## src/rtl/vga_rx_capture.sv

```systemverilog
// -----------------------------------------------------------------------------
// vga_rx_capture
//
// Receive end of a VGA timing link. Samples hsync/vsync/rgb on vga_clk, tracks
// the horizontal position and line number, locks to the expected frame
// geometry and emits a valid-qualified pixel stream with recovered
// coordinates. Line-length, frame-length and blanking violations are flagged
// as single-cycle pulses and accumulated in a saturating error counter.
//
// Stream contract: pix_valid is a pure valid strobe with no back-pressure.
// pix_x/pix_y/pix_data are meaningful only in a cycle where pix_valid is 1,
// and every such cycle carries exactly one new pixel. frame_start is only
// ever high together with pix_valid, on pixel (0,0).
//
// Ports
//   vga_clk     in   1   pixel clock
//   sys_rst_n   in   1   asynchronous active-low reset
//   hsync       in   1   line sync, active-high pulse
//   vsync       in   1   frame sync, active-high pulse
//   rgb         in   16  RGB565 pixel, 0 during blanking
//   pix_valid   out  1   pix_x/pix_y/pix_data hold an active pixel
//   pix_x       out  10  column
//   pix_y       out  10  row
//   pix_data    out  16  captured rgb
//   frame_start out  1   pulse with pixel (0,0)
//   locked      out  1   high while in LOCKED
//   h_err       out  1   pulse: bad line length
//   v_err       out  1   pulse: bad frame length or misaligned vsync
//   blank_err   out  1   pulse: rgb != 0 outside the active window while LOCKED
//   err_cnt     out  8   saturating count of error pulses
//   dbg_state   out  2   current FSM state (0 SEARCH, 1 ALIGN, 2 LOCKED)
// -----------------------------------------------------------------------------
module vga_rx_capture #(
    parameter int H_SYNC   = 96,
    parameter int H_BACK   = 40,
    parameter int H_LEFT   = 8,
    parameter int H_VALID  = 640,
    parameter int H_RIGHT  = 8,
    parameter int H_FRONT  = 8,
    parameter int V_SYNC   = 2,
    parameter int V_BACK   = 25,
    parameter int V_TOP    = 8,
    parameter int V_VALID  = 480,
    parameter int V_BOTTOM = 8,
    parameter int V_FRONT  = 2
) (
    input  logic        vga_clk,
    input  logic        sys_rst_n,
    input  logic        hsync,
    input  logic        vsync,
    input  logic [15:0] rgb,
    output logic        pix_valid,
    output logic [9:0]  pix_x,
    output logic [9:0]  pix_y,
    output logic [15:0] pix_data,
    output logic        frame_start,
    output logic        locked,
    output logic        h_err,
    output logic        v_err,
    output logic        blank_err,
    output logic [7:0]  err_cnt,
    output logic [1:0]  dbg_state
);

    localparam int H_TOTAL = H_SYNC + H_BACK + H_LEFT + H_VALID + H_RIGHT + H_FRONT;
    localparam int V_TOTAL = V_SYNC + V_BACK + V_TOP + V_VALID + V_BOTTOM + V_FRONT;

    localparam logic [9:0] H_ACT_L   = 10'(H_SYNC + H_BACK + H_LEFT);
    localparam logic [9:0] H_END_L   = 10'(H_SYNC + H_BACK + H_LEFT + H_VALID);
    localparam logic [9:0] V_ACT_L   = 10'(V_SYNC + V_BACK + V_TOP);
    localparam logic [9:0] V_END_L   = 10'(V_SYNC + V_BACK + V_TOP + V_VALID);
    localparam logic [9:0] H_LAST_L  = 10'(H_TOTAL - 1);
    localparam logic [9:0] V_LAST_L  = 10'(V_TOTAL - 1);
    localparam logic [9:0] CNT_MAX_L = 10'h3FF;

    typedef enum logic [1:0] {
        ST_SEARCH = 2'd0,
        ST_ALIGN  = 2'd1,
        ST_LOCKED = 2'd2
    } state_t;

    state_t      r_state;
    state_t      w_state_next;

    logic        r_hs_d;
    logic        r_vs_d;
    logic [9:0]  r_h_pos;    // h_pos of the previous sample
    logic [9:0]  r_v_line;   // v_line of the previous sample

    logic        w_hs_rise;
    logic        w_vs_rise;
    logic        w_coinc;
    logic [9:0]  w_h_pos;    // h_pos of the current sample
    logic [9:0]  w_v_line;   // v_line of the current sample
    logic        w_active;
    logic        w_h_err;
    logic        w_v_err_a;
    logic        w_v_err_b;
    logic        w_v_err;
    logic        w_blank_err;
    logic        w_pix_valid;
    logic        w_frame_start;
    logic [1:0]  w_err_inc;
    logic [8:0]  w_err_sum;

    // Edge detection and position recovery for the sample on the inputs now.
    always_comb begin
        w_hs_rise = hsync & ~r_hs_d;
        w_vs_rise = vsync & ~r_vs_d;
        w_coinc   = w_hs_rise & w_vs_rise;

        if (w_hs_rise) begin
            w_h_pos = 10'd0;
        end else if (r_h_pos == CNT_MAX_L) begin
            w_h_pos = r_h_pos;
        end else begin
            w_h_pos = r_h_pos + 10'd1;
        end

        // The line counter only moves on a line start; a coincident vsync
        // edge restarts the frame.
        if (!w_hs_rise) begin
            w_v_line = r_v_line;
        end else if (w_vs_rise) begin
            w_v_line = 10'd0;
        end else if (r_v_line == CNT_MAX_L) begin
            w_v_line = r_v_line;
        end else begin
            w_v_line = r_v_line + 10'd1;
        end

        w_active = (w_h_pos >= H_ACT_L) && (w_h_pos < H_END_L) &&
                   (w_v_line >= V_ACT_L) && (w_v_line < V_END_L);
    end

    // Error detection. Line/frame length checks look at the position of the
    // sample just before the edge, i.e. the last cycle of the old line/frame.
    always_comb begin
        w_h_err     = w_hs_rise && (r_state != ST_SEARCH) && (r_h_pos != H_LAST_L);
        w_v_err_a   = w_vs_rise && !w_hs_rise;
        w_v_err_b   = w_coinc && (r_state != ST_SEARCH) && (r_v_line != V_LAST_L);
        w_v_err     = w_v_err_a || w_v_err_b;
        w_blank_err = (r_state == ST_LOCKED) && !w_active && (rgb != 16'd0);

        w_err_inc = {1'b0, w_h_err} + {1'b0, w_v_err} + {1'b0, w_blank_err};
        w_err_sum = {1'b0, err_cnt} + {7'd0, w_err_inc};
    end

    // Next-state logic. A line-length fault or a stray vsync sends the
    // receiver back to SEARCH; a coincident edge with a wrong frame length
    // becomes the new reference (ALIGN). blank_err never affects the state.
    always_comb begin
        w_state_next = r_state;
        case (r_state)
            ST_SEARCH: begin
                if (w_coinc) begin
                    w_state_next = ST_ALIGN;
                end
            end
            ST_ALIGN, ST_LOCKED: begin
                if (w_h_err || w_v_err_a) begin
                    w_state_next = ST_SEARCH;
                end else if (w_v_err_b) begin
                    w_state_next = ST_ALIGN;
                end else if (w_coinc) begin
                    w_state_next = ST_LOCKED;
                end
            end
            default: begin
                w_state_next = ST_SEARCH;
            end
        endcase
    end

    // Qualifying with the next state drops the stream on the very sample
    // that breaks lock. Lock is only gained at a frame start, so a frame is
    // never entered part-way and frame_start is never partial.
    always_comb begin
        w_pix_valid   = w_active && (w_state_next == ST_LOCKED);
        w_frame_start = w_pix_valid && (w_h_pos == H_ACT_L) && (w_v_line == V_ACT_L);
    end

    always_ff @(posedge vga_clk or negedge sys_rst_n) begin
        if (!sys_rst_n) begin
            r_state <= ST_SEARCH;
        end else begin
            r_state <= w_state_next;
        end
    end

    always_ff @(posedge vga_clk or negedge sys_rst_n) begin
        if (!sys_rst_n) begin
            r_hs_d      <= 1'b0;
            r_vs_d      <= 1'b0;
            r_h_pos     <= 10'd0;
            r_v_line    <= 10'd0;
            pix_valid   <= 1'b0;
            pix_x       <= 10'd0;
            pix_y       <= 10'd0;
            pix_data    <= 16'd0;
            frame_start <= 1'b0;
            h_err       <= 1'b0;
            v_err       <= 1'b0;
            blank_err   <= 1'b0;
            err_cnt     <= 8'd0;
        end else begin
            r_hs_d      <= hsync;
            r_vs_d      <= vsync;
            r_h_pos     <= w_h_pos;
            r_v_line    <= w_v_line;
            pix_valid   <= w_pix_valid;
            frame_start <= w_frame_start;
            h_err       <= w_h_err;
            v_err       <= w_v_err;
            blank_err   <= w_blank_err;
            // Coordinates and data only move with a new pixel.
            if (w_pix_valid) begin
                pix_x    <= w_h_pos - H_ACT_L;
                pix_y    <= w_v_line - V_ACT_L;
                pix_data <= rgb;
            end
            if (w_err_sum > 9'd255) begin
                err_cnt <= 8'd255;
            end else begin
                err_cnt <= w_err_sum[7:0];
            end
        end
    end

    assign locked    = (r_state == ST_LOCKED);
    assign dbg_state = r_state;

endmodule

```

## config.mk

```make
export PLATFORM = sky130hd
export DESIGN_NAME = vga_rx_capture
export DESIGN_NICKNAME = d
export VERILOG_FILES = /design/src/rtl/vga_rx_capture.sv
export SDC_FILE = /design/constraint.sdc
export NUM_CORES = 1
export LEC_CHECK = 0
export BUFFER_PORTS_ARGS = -buffer_cell sky130_fd_sc_hd__buf_2
export CAP_MARGIN = 15
export CORE_ASPECT_RATIO = 1.25
export CORE_UTILIZATION = 40
export DETAILED_ROUTE_END_ITERATION = 10
export GPL_ROUTABILITY_DRIVEN = 0
export PLACE_DENSITY_LB_ADDON = 0.15
export SYNTH_ARGS = -nofsm -noshare
export SYNTH_HDL_FRONTEND = slang
export SYNTH_SLANG_ARGS = --single-unit
```

## constraint.sdc

```tcl
create_clock -name vga_clk -period 5.46 [get_ports vga_clk]
set_input_delay 0.273 -clock vga_clk [delete_from_list [all_inputs] [get_ports vga_clk]]
set_output_delay 0.273 -clock vga_clk [all_outputs]
set_load 0.02 [all_outputs]
```

Yosys cells after proc, flatten, opt, wreduce, memory -nomap -nowiden
Cells that the tools add are included.
Widths: inputs -> output; s select.
{"block": "totals", "regBits": 73, "inputBits": 20, "wordCells": 72}
{"block": "classes", "n_lt_le_gt_ge": 5, "n_mux": 11, "add_sub_neg": 7, "n_reduce_logical": 21, "eq_ne": 9, "bitwise": 5}
{"cell": "$mux 10", "count": 5}
{"cell": "$add 10x1->10 const B", "count": 2}
{"cell": "$eq 10x10->1 const B", "count": 2}
{"cell": "$lt 10x10->1 const B", "count": 2}
{"cell": "$ne 10x10->1 const B", "count": 2}
{"cell": "$reduce_bool 16->1", "count": 1}
{"cell": "$logic_and 1x1->1", "count": 13}
{"cell": "$eq 10x6->1 const B", "count": 1}
{"cell": "$eq 10x8->1 const B", "count": 1}
{"cell": "$ge 10x6->1 const B", "count": 1}
{"cell": "$ge 10x8->1 const B", "count": 1}
{"cell": "$sub 10x6->10 const B", "count": 1}
{"cell": "$sub 10x8->10 const B", "count": 1}
{"cell": "$add 8x2->9", "count": 1}
{"cell": "$gt 9x8->1 const B", "count": 1}
{"cell": "$mux 2", "count": 4}
{"cell": "$mux 8", "count": 1}
{"cell": "$eq 2x2->1 const B", "count": 2}
{"cell": "$pmux 2 s2", "count": 1}
{"cell": "$and 1x1->1", "count": 3}
{"cell": "$add 1x1->2", "count": 1}
{"cell": "$add 2x1->2", "count": 1}
{"cell": "$eq 2x1->1 const B", "count": 1}
{"cell": "$logic_not 1->1", "count": 2}
{"cell": "other kinds (5)", "count": 7}

Logic depth before layout (Yosys ltp)
{"block": "logic_depth", "ltp_word": 14, "mapped_depth": 18, "mapped_depth_nobuf": 18}

Least setup slack after synthesis
OpenSTA, ideal clock, no wires.
{"block": "synth_path", "path_kind": "register -> register", "from": "reg r_h_pos[0]", "to": "reg err_cnt[0]", "path_stages_with_launch": 16, "setup_time_ps": 71, "setup_slack_ps": 1501, "required_time_ps": 5389, "path_buffers": 0, "arrival_ps": 3888, "cell_sequence": "dfrtp_1 ha_1 and4_1 nor2_1 a31o_1 or4b_1 or4_4 a21oi_2 a21oi_1 fa_1 ha_1 inv_1 fa_1 nor2_1 nand3_1 nand2b_1"}
{"block": "synth_between", "elab_chain_cells": 14, "elab_cells_between_ends": 19}
{"item": "start: declaration", "line": "87", "source": "logic [9:0] r_h_pos;"}
{"item": "start signal: assignment", "line": "209", "source": "r_h_pos <= w_h_pos;"}
{"item": "$add 10x1->10 or $eq 10x10->1 (tied branches)", "line": "117, 114"}
{"item": "$mux 10 (*)", "line": "114", "source": "end else if (r_h_pos == CNT_MAX_L) begin"}
{"item": "$mux 10 (*)", "line": "112", "source": "if (w_hs_rise) begin"}
{"item": "$ge 10x8->1 or $lt 10x10->1 (tied branches)", "line": "132", "source": "w_active = (w_h_pos >= H_ACT_L) && (w_h_pos < H_END_L) &&"}
{"item": "$logic_and 1x1->1 (*) (2 in series)", "line": "132"}
{"item": "$logic_and 1x1->1 (*)", "line": "133", "source": "(w_v_line >= V_ACT_L) && (w_v_line < V_END_L);"}
{"item": "$logic_not 1->1 (*)", "line": "143", "source": "w_blank_err = (r_state == ST_LOCKED) && !w_active && (rgb != 16'd0);"}
{"item": "$logic_and 1x1->1 (*) (2 in series)", "line": "143"}
{"item": "via w_blank_err", "line": "100", "source": "logic w_blank_err;"}
{"item": "$add 2x1->2 (*)", "line": "145", "source": "w_err_inc = {1'b0, w_h_err} + {1'b0, w_v_err} + {1'b0, w_blank_err};"}
{"item": "$add 8x2->9 (*)", "line": "146", "source": "w_err_sum = {1'b0, err_cnt} + {7'd0, w_err_inc};"}
{"item": "$gt 9x8->1", "line": "222", "source": "if (w_err_sum > 9'd255) begin"}
{"item": "$mux 8 (*)", "line": "222"}
{"item": "end signal: assignment", "line": "225", "source": "err_cnt <= w_err_sum[7:0];"}
{"item": "end: declaration", "line": "61", "source": "output logic [7:0] err_cnt,"}
The timed path passes the listed nets; every way through them passes the cells marked *.
A chain may end at the register's enable or synchronous reset.

Final worst setup path
{"block": "layout_path", "from": "reg r_v_line[0]", "to": "reg err_cnt[0]"}
{"block": "layout_between", "elab_chain_cells": 14, "elab_cells_between_ends": 20}
{"item": "start: declaration", "line": "88", "source": "logic [9:0] r_v_line;"}
{"item": "start signal: assignment", "line": "210", "source": "r_v_line <= w_v_line;"}
{"item": "$add 10x1->10 or $eq 10x10->1 (tied branches)", "line": "129, 126"}
{"item": "$mux 10", "line": "126", "source": "end else if (r_v_line == CNT_MAX_L) begin"}
{"item": "$mux 10", "line": "124", "source": "end else if (w_vs_rise) begin"}
{"item": "$mux 10 (*)", "line": "122", "source": "if (!w_hs_rise) begin"}
{"item": "via w_v_line[0]", "line": "94", "source": "logic [9:0] w_v_line;"}
{"item": "$ge 10x6->1", "line": "133"}
{"item": "$logic_and 1x1->1", "line": "132"}
{"item": "$logic_and 1x1->1 (*)", "line": "133"}
{"item": "$logic_not 1->1 (*)", "line": "143"}
{"item": "$logic_and 1x1->1 (*) (2 in series)", "line": "143"}
{"item": "via w_blank_err", "line": "100"}
{"item": "$add 2x1->2 (*)", "line": "145"}
{"item": "$add 8x2->9 (*)", "line": "146"}
{"item": "$gt 9x8->1", "line": "222"}
{"item": "$mux 8 (*)", "line": "222"}
Marks and branches as above.

==> results.sh <==
export IMPL_status="finished clean"
export IMPL_period_needed_ps=4502
export IMPL_p_per_area_mw_per_mm2=422.2
export IMPL_antennaDiodeCount=0
export IMPL_via_count=2966
export IMPL_overflow=0
export IMPL_layout_cells_non_filler=550
export IMPL_viasPerCell=5.393
export IMPL_syn_to_final_growth_pct=21.10
export IMPL_hold_buffers=0
export IMPL_r2r_end="err_cnt[0]$_DFF_PN0_"
export IMPL_path_class="reg -> reg"
export IMPL_ys_seq_area_frac=0.4740
export IMPL_synth_xor_xnor_area_share=0.04318
export IMPL_grt_pass1_wl_microns=15200
export IMPL_cp_slowest_stage_delay_ps=680
export IMPL_p_leak_nw=2.398
export IMPL_fmax_mhz=222.1
export IMPL_wl_per_cell_microns=16.19
export IMPL_drive_above_1_share=0.3091
export IMPL_firstDrtPassIters=4
export IMPL_synth_top_area_share=0.4740
export IMPL_core_area_sq_mm=0.009271
export IMPL_path_cells="ha_1 > nand3_1 > nor3_1 > nor3_1 > a21o_1 > ha_1 > o41ai_1 > a21o_1 > o21ai_2 > a21oi_1 > fa_1 > ha_1 > inv_1 > fa_1 > nor2_1 > nand3_1 > nand2b_1"
export IMPL_num_io_pins=72
export IMPL_root_buffer="clkbuf_16"
export IMPL_max_slew_margin_rel=0.3780
export IMPL_end_kind="flip-flop"
export IMPL_synth_flop_cell="dfrtp_1"
export IMPL_h_tree_depth=3
export IMPL_cp_top_family="adder cells"
export IMPL_synthMuxAreaShare=0.1292
export IMPL_crit_path_top_delay_cell="o41ai_1"
export IMPL_ir_worst_vdd_uv=255.0
export IMPL_maxCapViolCount=0
export IMPL_dieArea_sq_mm=0.01003
export IMPL_finalCritPeriodShare=0.8246
export IMPL_ant_nets=0
export IMPL_syn_area_per_cell_sq_um=11.07
export IMPL_synth_edf_count=0
export IMPL_cp_start_kind="flip-flop"
export IMPL_yosys_top_cells_area="dfrtp_1 47%, mux2_4 7.8%, mux2_2 4.1%"
export IMPL_tightest_slew_ps=932.9
export IMPL_critPathBufInv=1
export IMPL_drt_first_iter_violations=144
export IMPL_grt_pass1_vias=2979
export IMPL_yosys_warnings=0
export IMPL_post_cts_setup_buffers=0
export IMPL_synth_cell_types=59
export IMPL_grt_max_degree=74
export IMPL_die_y_microns=111.7
export IMPL_port_buffer_count=71
export IMPL_ys_seq_elements=73
export IMPL_grt_use_total=0.1940
export IMPL_rows=39
export IMPL_dp_cells=534
export IMPL_clkSinkCount=73
export IMPL_cts_buffers=9
export IMPL_start_util=0.4157
export IMPL_syn_area_sq_mm=0.003854
export IMPL_clkTransAtPathRegs_ps=60
export IMPL_hpwl_microns=6373
export IMPL_nFillCells=876
export IMPL_r2r_slack_ps=960
export IMPL_crit_required_ps=5730
export IMPL_synth_simple_area_share=0.1591
export IMPL_setup_tns_final_ps=0
export IMPL_antenna_found_initial=0
export IMPL_r2r_start="r_v_line[0]$_DFF_PN0_"
export IMPL_synthArstFlopShare=1.000
export IMPL_final_hold_viol_count=0
export IMPL_syn_inst=348
export IMPL_synth_adder_area_share=0.04610
export IMPL_synth_top_family_by_area="simple AND/OR/NAND/NOR gates"
export IMPL_arrival_ps=4770
export IMPL_drv_slew=0
export IMPL_fin_nets=455
export IMPL_clk_insertion_delay_late_ps=330
export IMPL_rr_worst_depth=17
export IMPL_rsz0062_at_grt="no"
export IMPL_fp_dieW_microns=89.79
export IMPL_fin_skew_ps=4.497
export IMPL_cts_resized=0
export IMPL_cp_common_cell="ha_1"
export IMPL_synth_compound_area_share=0.1097
export IMPL_yosysTopAreaCell="dfrtp_1"
export IMPL_hold_class="in -> async"
export IMPL_syn_nets=381
export IMPL_clock_path_buffers=2
export IMPL_drt_total_wl_microns=8907
export IMPL_finalSetupViolCount=0
export IMPL_cts_tree="yes"
export IMPL_remaining_drc_errors=0
export IMPL_cp_max_fo=7
metal layers:
metal / wire [microns] / share of wire / vias to the layer above / global-route usage
met5: 0 / 0 / - / 0
met4: 280 / 0.031 / 0 / 0.09945
li1: - / - / 1405 / -
met3: 428 / 0.048 / 27 / 0.04713
met1: 3812 / 0.43 / 1438 / 0.2419
met2: 4386 / 0.49 / 96 / 0.3133
worst max-delay path by stage:
stage / endpoint / cells after the start / start / slack [ps]
after global routing: err_cnt[3]$_DFF_PN0_ / 16 / r_v_line[0]$_DFF_PN0_ / 470
after floorplan: err_cnt[0]$_DFF_PN0_ / 15 / r_h_pos[0]$_DFF_PN0_ / 1500
after global placement: err_cnt[0]$_DFF_PN0_ / 18 / hsync / 1190
after detailed placement: err_cnt[5]$_DFF_PN0_ / 17 / r_v_line[0]$_DFF_PN0_ / 1010
final: err_cnt[0]$_DFF_PN0_ / 17 / r_v_line[0]$_DFF_PN0_ / 960
after CTS: err_cnt[0]$_DFF_PN0_ / 17 / r_v_line[0]$_DFF_PN0_ / 950
kinds of logic after synthesis:
group                      count (synthesis)
and+or+nand+nor                          115
DFF                                       73
AOI/OAI and AO/OA                         58
muxes                                     38
buffers and inverters                     32
xor gates and xnor gates                  19
adders and majority gates                 13
worst reg2reg max path, cell delays in order, from the launching register on:
cell and delay (ps):
dfrtp_1 460, ha_1 340, nand3_1 170, nor3_1 300
nor3_1 110, a21o_1 200, ha_1 280, o41ai_1 680
a21o_1 220, o21ai_2 60, a21oi_1 210, fa_1 220
ha_1 170, inv_1 50, fa_1 430, nor2_1 200
nand3_1 210, nand2b_1 130
layout by cell type (no fill, tap or decap), types with 9 or more instances in the layout:
| cell type | netlist | final |
|---|---|---|
| nand3_1 | 16 | 16 |
| buf_2 | 2 | 70 |
| clkbuf_16 | 0 | 9 |
| a21oi_1 | 9 | 9 |
| ha_1 | 11 | 11 |
| dfrtp_1 | 73 | 73 |
| o21ai_0 | 9 | 9 |
| mux2_2 | 14 | 14 |
| nor2_1 | 18 | 18 |
| inv_1 | 22 | 22 |
| xnor2_1 | 11 | 11 |
| mux2_4 | 20 | 20 |
| nand2_1 | 28 | 28 |
cell usage after synthesis, types with 4 or more instances:
library cell,n
nand3_1,16
mux2_4,20
ha_1,11
a21o_1,5
inv_1,22
nand2b_1,5
nor4_1,8
dfrtp_1,73
nand4_1,6
clkbuf_1,4
xor2_1,8
o21ai_0,9
nor2b_1,5
o41ai_1,4
mux2_2,14
nor3_1,6
and3_1,4
a21oi_1,9
nor2_1,18
mux2i_1,4
nand2_1,28
xnor2_1,11
flip-flops by register name (all words and copies together), names as in the netlist:
signal and cells:
blank_err 1, r_v_line 10, r_vs_d 1, pix_y 10, pix_x 10, pix_data 16
r_hs_d 1, dbg_state 2, frame_start 1, pix_valid 1, err_cnt 8, v_err 1
h_err 1, r_h_pos 10
power breakdown:
group | switching (W) | total [W] | internal (W)
combinational | 0.000319 | 0.000544 | 0.000225
clock | 0.000231 | 0.000691 | 0.000460
sequential | 0.0000940 | 0.000735 | 0.000641
total | 0.000645 | 0.00197 | 0.00133
cell type report:
class	instances	area (sq um)	area share
Inverter	22	82.58	0.01769
Clock buffer	10	239.0	0.05121
Multi-Input combinational cell	243	1878	0.4024
Sequential cell	73	1827	0.3914
Timing Repair Buffer	73	372.9	0.07989
Tap cell	123	153.9	0.03298
Clock inverter	6	113.9	0.02440
through the flow:
stage	setup WS (ps)	hold WS (ps)	instance area [sq um]	total power [W]	utilization
after floorplan	1501	-22.59	3854	0.001099	-
after global placement	1185	412.7	4314	0.001283	0.4653
after detailed placement	1012	406.5	4314	0.001287	0.4653
after CTS	950.7	57.02	4667	0.001994	0.5034
after global routing	474.2	52.27	4667	0.002085	0.5034
final	957.8	59.66	4667	0.001971	0.5034
Note: power is estimated with default switching activity, not from simulation.
